`config.mk`:
```
export PLATFORM = sky130hd
export DESIGN_NAME = ksa_pipe
export DESIGN_NICKNAME = d
export VERILOG_FILES = /design/src/rtl/ksa_pipe.sv
export SDC_FILE = /design/constraint.sdc
export NUM_CORES = 1
export LEC_CHECK = 0
export ABC_AREA = 1
export ABC_CLOCK_PERIOD_IN_PS = 2200
export BUFFER_PORTS_ARGS = -buffer_cell sky130_fd_sc_hd__buf_2
export CAP_MARGIN = 20
export CORE_UTILIZATION = 25
export CTS_BUF_LIST = sky130_fd_sc_hd__clkbuf_4
export CTS_CLUSTER_DIAMETER = 150
export DETAILED_ROUTE_END_ITERATION = 16
export PLACE_DENSITY = 0.45
export SETUP_SLACK_MARGIN = 0.1
export SLEW_MARGIN = 20
export SYNTH_ARGS = -nofsm -noshare
export SYNTH_HDL_FRONTEND = slang
export SYNTH_SLANG_ARGS = --single-unit
```
`constraint.sdc`:
```
create_clock -name clk -period 2.2 [get_ports clk]
set_clock_uncertainty 0.2 [all_clocks]
set_input_delay 0.33 -clock clk [delete_from_list [all_inputs] [get_ports clk]]
set_output_delay 0.33 -clock clk [all_outputs]
set_load 0.05 [all_outputs]
```
`src/rtl/ksa_pipe.sv`:
```
// ksa_pipe: pipelined, valid/ready flow-controlled Kogge-Stone adder.
//   {c_out,s} = a + b + c_in, D = $clog2(WIDTH)+2 register stages.
//   Optional macro KSA_PIPE_CHECK_EN carries a reference sum down the pipe
//   and raises a sticky err on any output transfer that disagrees with it.
module ksa_pipe #(
   parameter int WIDTH  = 16,
   parameter int LEVELS = $clog2(WIDTH)
) (
   input  logic             clk,
   input  logic             rst_n,
   input  logic             in_valid,
   output logic             in_ready,
   input  logic [WIDTH-1:0] a,
   input  logic [WIDTH-1:0] b,
   input  logic             c_in,
   output logic             out_valid,
   input  logic             out_ready,
   output logic [WIDTH-1:0] s,
   output logic             c_out,
   output logic             err
);
   localparam int D = LEVELS + 2;

   // Stage k valid bits; stage D-1 is the output register.
   logic [D-1:0]     vld_pipe_q;
   logic [D:0]       rdy;

   // Prefix state per stage: group generate/propagate, raw half-sum, carry-in.
   logic [WIDTH-1:0] g_q  [0:LEVELS];
   logic [WIDTH-1:0] p_q  [0:LEVELS-1];
   logic [WIDTH-1:0] hp_q [0:LEVELS];
   logic [LEVELS:0]  ci_q;
   logic [WIDTH-1:0] g_d  [1:LEVELS];
   logic [WIDTH-1:0] p_d  [1:LEVELS-1];
   logic [WIDTH-1:0] s_q, s_d;
   logic             co_q, co_d;

   // Bubble-collapsing ready chain: a stage can load if empty or its successor moves.
   assign rdy[D] = out_ready;
   for (genvar k = 0; k < D; k++) begin : g_rdy
      assign rdy[k] = !vld_pipe_q[k] | rdy[k+1];
   end
   assign in_ready = rdy[0];

   // Prefix levels; level 1 folds c_in into bit 0 as a generate at position -1.
   for (genvar k = 1; k <= LEVELS; k++) begin : g_lvl
      localparam int SPAN = 1 << (k - 1);
      logic [WIDTH-1:0] g_in;
      if (k == 1) begin : g_fold
         assign g_in = {g_q[0][WIDTH-1:1], g_q[0][0] | (p_q[0][0] & ci_q[0])};
      end else begin : g_nofold
         assign g_in = g_q[k-1];
      end
      // Group generate combine for this level.
      always_comb begin
         g_d[k] = g_in;
         for (int i = SPAN; i < WIDTH; i++)
            g_d[k][i] = g_in[i] | (p_q[k-1][i] & g_in[i-SPAN]);
      end
      if (k < LEVELS) begin : g_pp
         // Group propagate combine; the last level has no consumer for it.
         always_comb begin
            p_d[k] = p_q[k-1];
            for (int i = SPAN; i < WIDTH; i++)
               p_d[k][i] = p_q[k-1][i] & p_q[k-1][i-SPAN];
         end
      end
   end

   // Final sum: carry into bit i is the group generate of bit i-1 (c_in for bit 0).
   assign s_d  = hp_q[LEVELS] ^ {g_q[LEVELS][WIDTH-2:0], ci_q[LEVELS]};
   assign co_d = g_q[LEVELS][WIDTH-1];

   // Pipeline advance: each stage loads from its predecessor when ready.
   always_ff @(posedge clk or negedge rst_n) begin
      if (!rst_n) begin
         vld_pipe_q <= '0;
         ci_q       <= '0;
         s_q        <= '0;
         co_q       <= 1'b0;
         for (int k = 0; k <= LEVELS; k++) begin
            g_q[k]  <= '0;
            hp_q[k] <= '0;
         end
         for (int k = 0; k < LEVELS; k++) p_q[k] <= '0;
      end else begin
         if (rdy[0]) begin
            vld_pipe_q[0] <= in_valid;
            if (in_valid) begin
               g_q[0]  <= a & b;
               p_q[0]  <= a ^ b;
               hp_q[0] <= a ^ b;
               ci_q[0] <= c_in;
            end
         end
         for (int k = 1; k <= LEVELS; k++) begin
            if (rdy[k]) begin
               vld_pipe_q[k] <= vld_pipe_q[k-1];
               g_q[k]        <= g_d[k];
               hp_q[k]       <= hp_q[k-1];
               ci_q[k]       <= ci_q[k-1];
               if (k < LEVELS) p_q[k] <= p_d[k];
            end
         end
         if (rdy[D-1]) begin
            vld_pipe_q[D-1] <= vld_pipe_q[D-2];
            if (vld_pipe_q[D-2]) begin
               s_q  <= s_d;
               co_q <= co_d;
            end
         end
      end
   end

   assign out_valid = vld_pipe_q[D-1];
   assign s         = s_q;
   assign c_out     = co_q;

`ifdef KSA_PIPE_CHECK_EN
   logic [WIDTH:0] ref_q [0:D-1];
   logic           err_q;

   // Reference sum travels with its operands; mismatch on output transfer is sticky.
   always_ff @(posedge clk or negedge rst_n) begin
      if (!rst_n) begin
         err_q <= 1'b0;
         for (int k = 0; k < D; k++) ref_q[k] <= '0;
      end else begin
         if (rdy[0] && in_valid)
            ref_q[0] <= {1'b0, a} + {1'b0, b} + {{WIDTH{1'b0}}, c_in};
         for (int k = 1; k < D; k++)
            if (rdy[k] && vld_pipe_q[k-1]) ref_q[k] <= ref_q[k-1];
         if (out_valid && out_ready && ({co_q, s_q} != ref_q[D-1]))
            err_q <= 1'b1;
      end
   end
   assign err = err_q;
`else
   assign err = 1'b0;
`endif

endmodule

```
==> flow_summary.toml, run 1 <==
[layout]
postLayoutCellArea_um2 = 11070
finish.utilization = 0.3196
layout-drive-gt1-share = 0.1707
fin_nets = 1134
area_growth_pct = 25.27

[detailed_routing]
wire_per_inst_um = 12.95
ant_nets = 0
initialDrtViolationCount = 338
drt_wl_total_um = 20480
vias_per_cell = 4.144
vias = 6552
remaining_drc_errors = 0
firstDrtPassIters = 4

[grt]
grt_pass1_wl_um = 34550
grt_max_degree = 82
grt.overflow.total = 0
grt_pass1_vias = 6556
track_usage = 0.1188
grt_antenna_before_repair = 1

[synth]
post-synth-top-count-cell = "nand2_1"
yosysUniqueCellTypes = 22
syn_inst = 936
synth_warnings = 0
synth_flop_cell = "dfrtp_1"
ys_top_cells_by_count = "359 x nand2_1, 222 x dfrtp_1, 110 x o21ai_0"
yosysTopAreaCell = "dfrtp_1"
synth_top_area_frac = 0.6289
synth_seq_area_share = 0.6289
synth_area_leaders = "dfrtp_1 63%, nand2_1 15%, o21ai_0 6.2%, a21oi_1 3.8%, nand3_1 2.5%"
ys_ff_latch = 222
synth.avg_cell_area_um2 = 9.437
synth_nets = 989
synth_area_um2 = 8833
synthArstFlopShare = 1.000
synth_edf_count = 0

[worst_hold_path]
hold_path.class = "input port to flip-flop"

[sta]
layout_setup_ws_ns = 0.002651
fmax_ghz = 0.4551
period_minus_slack_ns = 2.197
hold_viol_final = 0
rsz0062_at_grt = "yes"
timing.final.crit_share = 0.9988
setup_viol = 0
maxSlewViolCount = 0

[cts]
cts_made_buffers = 59
clk_latency_ns = 0.67
cts-htree-levels = 2
cts_tree = "built"
path_clk_slew_ns = 0.06
cts.path.max_buffers = 3
clock_tree.root_cell = "clkbuf_4"
clock-sinks = 222

[critical_path]
critPathMaxFanout = 2
worstSetupEndpointType = "output pin"
crit_arrival_ns = 1.67
startpoint_type = "flip-flop"
worstPathRequired_ns = 1.67
critPathKind = "flip-flop to output pin"

[placed_design]
place_congestion = 0.7165
numPortBuffers = 55
preCtsSetupSlack_ns = 0.3159
dpl-instance-area_um2 = 9707
dpl.hpwl_um = 13390

[floorplanning]
die-width_um = 190.0
fp.dieArea_um2 = 36090
coreArea_um2 = 34630
die_h_um = 190.0
start_util = 0.2551
row_count = 68
ios = 57

[flow_run]
cap_violations = 0

[pwr]
power_density_nw_per_um2 = 1182
max-vdd-ir-drop_mv = 0.7059
p_leak_nw = 5.356

[outcome]
status = "completed"
report_power, final:
part           switching, mW  internal [mW]  leakage, nW
Sequential             0.908           5.32         2.80
Clock                   1.63           2.03        0.471
Combinational           2.05           1.14         2.08
cell families after synthesis:
family | count (synthesis) | synth area share
AOI/OAI and AO/OA | 177 | 0.1003
xor gates and xnor gates | 16 | 0.01586
adders and majority gates | 16 | 0.02266
buffers and inverters | 75 | 0.03697
DFF | 222 | 0.6289
muxes | 1 | 0.001275
other | 1 | 0.0004245
and+or+nand+nor | 428 | 0.1936
routing by layer:
layer | vias to the layer above | global-route usage | share of wire
li1 | 3373 | - | -
met1 | 3003 | 0.1824 | 0.55
met2 | 138 | 0.1595 | 0.39
met3 | 38 | 0.02656 | 0.044
met4 | 0 | 0.04249 | 0.018
met5 | - | 0 | 0
final timing paths:
kind / startpoint / to / slack, ns / cells after the start
worst min-delay path: out_ready / vld_pipe_q[4] / 0.07 / 5
worst max-delay path: vld_pipe_q[4] / in_ready / 0.003 / 4
worst max register to register: vld_pipe_q[5] / p_q[26] / 0.26 / 8
worst min register to register: hp_q[25] / hp_q[9] / 0.27 / 2
min in group asynchronous: rst_n / hp_q[79] / 0.50 / 3
max in group asynchronous: rst_n / p_q[0] / 0.58 / 4
critical path: stages (launching register included):
cell and delay [ns]:
dfrtp_1 0.38, nand3_4 0.10, nor2_4 0.18, nand4_4 0.15
buf_6 0.20
metrics by stage:
stage           TNS, ns  hold WS [ns]  cells  power [mW]
6_report              0       0.06976   1581       13.08
5_1_grt        -0.08875       0.06958   1581       14.07
4_1_cts         -0.1013      0.003455   1578       13.32
3_5_place_dp          0       0.09142   1417       9.436
3_3_place_gp          0       0.08815   1417       9.377
2_1_floorplan         0       -0.1656    936       8.305
cell usage in the layout, fill, tap and decap left out, types with 2 or more instances in the layout:
cell type      netlist  routed
nand3_1             45      45
nand2_1            359     359
dfrtp_1            222     221
nor2_1              16      16
or2_2                2       2
xnor2_1             16      16
clkbuf_4             0     101
clkinv_1             0       4
nand2_2              2       2
buf_4                2      15
inv_2                2       2
dlygate4sd3_1        0      53
inv_1               26      26
buf_2               18      53
a21oi_1             67      66
o21ai_0            110     110
buf_12               0       8
nor2_4               2       2
ha_1                16      16
layout make-up:
class	count	area [um^2]
Inverter	28	105.1
Multi-Input combinational cell	639	2964
Fill cell	3723	23560
Antenna cell	1	2.502
Clock inverter	4	15.01
Timing Repair Buffer	131	1095
Sequential cell	222	5557
Clock buffer	101	758.2
Tap cell	455	569.3
state kept, by name (all words and copies together), names as in the netlist:
register	count
s	16
p_d	2
c_out	1
vld_pipe_q	6
p_q	35
co_d	1
g_lvl.g_in	63
ci_q	5
g_q	16
hp_q	77
timing repair:
item	in CTS	in global routing
hold buffers	53	0
endpoints found under the setup margin	1	1
hold endpoints to repair	257	0
resized for setup	3	0
pin swaps	1	1
buffers inserted	3	2
(Power assumes the default switching activity.)
==> run 2: changes to the inputs <==
Settings changed: ABC_AREA 1 to default.
==> run 2 against run 1 <==
The run now ends with negative setup slack left. Die area is 0.97% higher. Wire length is 1.3% higher. Critical endpoint unchanged. Synthesized cell count is 21% lower.
==> flow_summary.toml, run 2 <==
[outcome]
status = "finished with violations"
violations = "negative setup slack"

[floorplanning]
start_util = 0.2563
fp.dieArea_um2 = 36440
ios = 57
coreArea_um2 = 34800
die_h_um = 190.9
row_count = 68
die-width_um = 190.9

[sta]
setup_tns_ns = -0.06685
hold_viol_final = 0
fmax_ghz = 0.4411
layout_setup_ws_ns = -0.06685
timing.final.crit_share = 1.030
slew_headroom = 0.6221
maxSlewViolCount = 0
rsz0062_at_grt = "yes"
setup_viol = 1
tightest_slew_ns = 0.5669
period_minus_slack_ns = 2.267

[grt]
grt_max_degree = 78
grt.overflow.total = 0
grt_pass1_wl_um = 34910
grt_antenna_before_repair = 1
grt_pass1_vias = 6283
track_usage = 0.1212

[worst_hold_path]
hold_path.class = "input port to flip-flop"
hold_depth = 4

[synth]
ys_top_cells_by_count = "222 x dfrtp_1, 120 x nand2_1, 112 x mux2_2"
synth_area_leaders = "dfrtp_1 62%, mux2_2 14%, nand2_1 5.0%, nand3_1 3.6%, o21ai_0 3.5%"
yosysTopAreaCell = "dfrtp_1"
synthArstFlopShare = 1.000
syn_inst = 738
yosysUniqueCellTypes = 26
synth_top_area_frac = 0.6228
synth_edf_count = 0
synth_nets = 791
post-synth-top-count-cell = "dfrtp_1"
synth_warnings = 0
synth.avg_cell_area_um2 = 12.09
ys_ff_latch = 222
synth_flop_cell = "dfrtp_1"
synth_area_um2 = 8920
synth_seq_area_share = 0.6228

[critical_path]
worstPathRequired_ns = 1.67
critPathKind = "flip-flop to output pin"
critPathMaxFanout = 2
path_buf_inv = 2
cp_num_cells = 5
cp_slowest_cell = "dfrtp_1"
slowest_delay_ns = 0.36
crit_arrival_ns = 1.74
r2r_cells = 6
critPathTopFamily = "simple AND/OR/NAND/NOR gates"
startpoint_type = "flip-flop"
path_cells = "and4b_4, and2_4, buf_12, nand2_4, buf_8"
worstSetupEndpointType = "output pin"

[detailed_routing]
firstDrtPassIters = 4
vias = 5973
wire_per_inst_um = 14.82
drt_wl_total_um = 20750
ant_nets = 0
vias_per_cell = 4.266
remaining_drc_errors = 0
initialDrtViolationCount = 256

[pwr]
p_leak_nw = 5.067
max-vdd-ir-drop_mv = 0.4609
power_density_nw_per_um2 = 1172
p_total_mw = 13.14

[placed_design]
numPortBuffers = 55
place_congestion = 0.6920
dpl.hpwl_um = 13720
preCtsSetupSlack_ns = 0.1740

[layout]
largest-register = "hp_q"
largest_reg_flops = 77
fin_nets = 949
area_growth_pct = 25.64
layout_common_cells = "221 x dfrtp_1, 119 x nand2_1, 112 x mux2_2"
final_common_cell = "dfrtp_1"
filler_cell_count = 3579
layout-drive-gt1-share = 0.3213

[cts]
clock_tree.root_cell = "clkbuf_4"
path_clk_slew_ns = 0.07
cts-htree-levels = 2
cts.path.max_buffers = 3
cts_made_buffers = 60
clk_latency_ns = 0.67
cts_tree = "built"
clock-sinks = 222

[flow_run]
cap_violations = 0
-- run 2: cell count changes after synthesis, sizes merged, moves of 6 or more --
cell	previous run	this run
nand2	361	121
xnor2	16	0
mux2	1	112
clkbuf	22	16
nand3	46	64
nand2b	0	6
inv	28	0
xor2	0	16
o21ai	110	68
a21oi	67	57
nor2	18	8
-- run 2: timing repair --
item | CTS | global route
pin swaps | 1 | 1
gates resized for setup | 6 | 1
gates cloned | 1 | 0
endpoints found under the hold margin | 264 | 0
buffers inserted | 6 | 0
hold buffers | 53 | 0
setup endpoints to repair | 1 | 10
-- run 2: through the flow --
stage / hold slack [ns] / std cells / instance area [um^2] / util
after floorplan: -0.1656 / 738 / 8924 / -
after global placement: 0.1236 / 1229 / 9788 / 0.2813
after detailed placement: 0.1216 / 1229 / 9788 / 0.2813
after CTS: 0.1398 / 1398 / 11200 / 0.3218
after global routing: 0.1914 / 1400 / 11210 / 0.3221
final: 0.2051 / 1400 / 11210 / 0.3221
-- run 2: cell families (layout without fill, tap and decap cells) --
family,after synthesis,count (layout),synth area share
flip-flops,222,222,0.6228
multiplexers,112,112,0.1414
AO/OA/AOI/OAI,127,127,0.07224
AND/OR/NAND/NOR,205,205,0.1004
adder cells (fa/ha/maj),16,16,0.02244
other,1,3,0.0004204
buffers and inverters,39,244,0.02455
XOR/XNOR,16,16,0.01571
-- run 2: worst register-to-register path: cells and delay by family, from the launching register on --
kind | cells | cell delay, ns
flops | 1 | 0.36
buf+inv | 3 | 0.53
mux | 1 | 0.33
simple gates | 2 | 0.42
-- run 2: cell type report --
type	instances	area (um^2)	area share
antenna	2	5.005	0.0004466
clock buffer	100	750.7	0.06699
sequential	222	5557	0.4958
tap	455	569.3	0.05080
clock inverter	9	33.78	0.003014
multi-input combinational	477	3159	0.2819
timing repair buffer	135	1132	0.1010
-- run 2: final timing paths --
kind | endpoint | start | slack (ns)
setup / recovery | in_ready | vld_pipe_q[4] | -0.07
min in group asynchronous | s[2] | rst_n | 0.56
setup reg to reg | ci_q[1] | vld_pipe_q[4] | 0.25
max in group asynchronous | ci_q[1] | rst_n | 0.48
hold / removal | vld_pipe_q[3] | out_ready | 0.21
hold reg to reg | p_q[15] | p_q[15] | 0.27
-- run 2: layer usage --
| layer | track usage | wire length, um |
|---|---|---|
| met3 | 0.02699 | 901 |
| met1 | 0.1857 | 10980 |
| met4 | 0.04215 | 416 |
| met2 | 0.1637 | 8456 |
| met5 | 0 | 0 |
-- run 2: power breakdown --
part | total (mW) | internal (mW) | switching (mW)
registers | 6.29 | 5.35 | 0.940
clock network | 3.68 | 2.03 | 1.65
logic | 3.18 | 1.38 | 1.80
==> run 3: changes to the inputs <==
Settings changed: BUFFER_PORTS_ARGS -buffer_cell sky130_fd_sc_hd__buf_2 to -buffer_cell sky130_fd_sc_hd__buf_4, CELL_PAD_IN_SITES_DETAIL_PLACEMENT from default to 0, CELL_PAD_IN_SITES_GLOBAL_PLACEMENT from default to 1, CORE_UTILIZATION 25 to 29, PLACE_DENSITY 0.45 to 0.56.
==> run 3 against run 2 <==
The flow still finishes with violations (negative setup slack). Global-route usage is 1.2 points higher. Wire length is 4.8% lower. Critical endpoint unchanged. Critical path depth stayed put. Hold slack worse by 0.030 ns. Worst setup slack worse by 0.0063 ns. Sequential share of layout area is 0.47 points lower.
==> flow_summary.toml, run 3 (synthesis gave the netlist of run 2 again) <==
[outcome]
status = "finished with violations"
violations = "negative setup slack"

[detailed_routing]
vias = 5975
wire_per_inst_um = 14.79
ant_nets = 0
initialDrtViolationCount = 226
vias_per_cell = 4.472
remaining_drc_errors = 0
firstDrtPassIters = 4
drt_wl_total_um = 19760

[critical_path]
r2r_cells = 7
timing.rr.start = "vld_pipe_q[5]"
endpoint = "in_ready"
critPathKind = "flip-flop to output pin"
startpoint = "vld_pipe_q[5]"
startpoint_type = "flip-flop"
critPathMaxFanout = 2
worstSetupEndpointType = "output pin"
crit_arrival_ns = 1.74
reg2reg_slack_ns = 0.17
worstReg2RegEnd = "hp_q[33]"
worstPathRequired_ns = 1.67

[layout]
finish.utilization = 0.3777
fin_nets = 951
largest-register = "hp_q"
final_common_cell = "dfrtp_1"
layout_common_cells = "221 x dfrtp_1, 119 x nand2_1, 112 x mux2_2"
area_growth_pct = 26.85
largest_reg_flops = 77
filler_cell_count = 3058
layout-drive-gt1-share = 0.3175
postLayoutCellArea_um2 = 11310
final_cells = 1336

[sta]
setup_viol = 1
whs_ns = 0.1749
hold_viol_final = 0
slew_headroom = 0.6656
setup_tns_ns = -0.07317
rsz0062_at_grt = "yes"
layout_setup_ws_ns = -0.07317
period_minus_slack_ns = 2.273
fmax_ghz = 0.4399
tightest_slew_ns = 0.5016
maxSlewViolCount = 0
timing.final.crit_share = 1.033

[grt]
grt.overflow.total = 0
grt_max_degree = 67
grt_pass1_wl_um = 33400
track_usage = 0.1332
grt_antenna_before_repair = 1
grt_pass1_vias = 6168

[floorplanning]
die_h_um = 177.4
start_util = 0.2978
die-width_um = 177.4
ios = 57
fp.dieArea_um2 = 31460
row_count = 63
coreArea_um2 = 29950

[pwr]
power_density_nw_per_um2 = 1181
max-vdd-ir-drop_mv = 0.3289
p_leak_nw = 5.132
p_total_mw = 13.37

[placed_design]
preCtsSetupSlack_ns = 0.1738
numPortBuffers = 55
dpl-instance-area_um2 = 9872
dpl.hpwl_um = 13060
place_inst = 1163
place_congestion = 0.6933

[cts]
cts-htree-levels = 2
clk_latency_ns = 0.68
clock_tree.root_cell = "clkbuf_4"
cts_made_buffers = 61
cts_tree = "built"
cts.path.max_buffers = 3
clock-sinks = 222
path_clk_slew_ns = 0.06

[worst_hold_path]
hold_path.class = "input port to flip-flop"

[flow_run]
cap_violations = 0
==> run 3: area by class of cell <==
type	count	area [um^2]	area share
diodes	1	2.502	0.0002212
repair buffers	136	1281	0.1132
flip-flops and latches	222	5557	0.4911
clock inverters	15	108.9	0.009621
multi-input cells	477	3164	0.2797
clock buffers	95	713.2	0.06303
well taps	390	488.0	0.04313
==> run 3: metal layers <==
layer  track usage  vias up  wire [um]
li1              -     2937          -
met1        0.1962     2883      10250
met2        0.1890      116       8273
met3       0.02956       39        884
met4       0.04915        0        356
met5             0        -          0
==> run 3: where the power goes <==
part | leakage, nW | switching, mW | internal [mW]
Combinational | 1.93 | 1.74 | 1.50
Sequential | 2.72 | 0.942 | 5.35
Clock | 0.488 | 1.67 | 2.18
==> run 3: worst min-delay path by stage <==
stage	from	end	slack (ns)	cells after the start
2_1_floorplan	rst_n	c_out	-0.17	0
3_3_place_gp	rst_n	hp_q[64]	0.09	1
3_5_place_dp	rst_n	hp_q[64]	0.10	1
4_1_cts	out_ready	vld_pipe_q[3]	0.14	4
5_1_grt	in_valid	vld_pipe_q[0]	0.18	3
6_report	out_ready	vld_pipe_q[3]	0.17	4
==> run 3: worst max-delay path, cell delays in order (launching register included) <==
cell	delay, ns
dfrtp_2	0.37
and4b_4	0.24
and2_4	0.17
buf_12	0.10
nand2_4	0.04
buf_8	0.15
==> run 3: repair_timing <==
item | CTS | global route
endpoints found under the setup margin | 1 | 1
hold buffers | 53 | 0
pin swaps | 1 | 1
setup buffers | 7 | 2
endpoints found under the hold margin | 258 | 0
resized for setup | 5 | 1
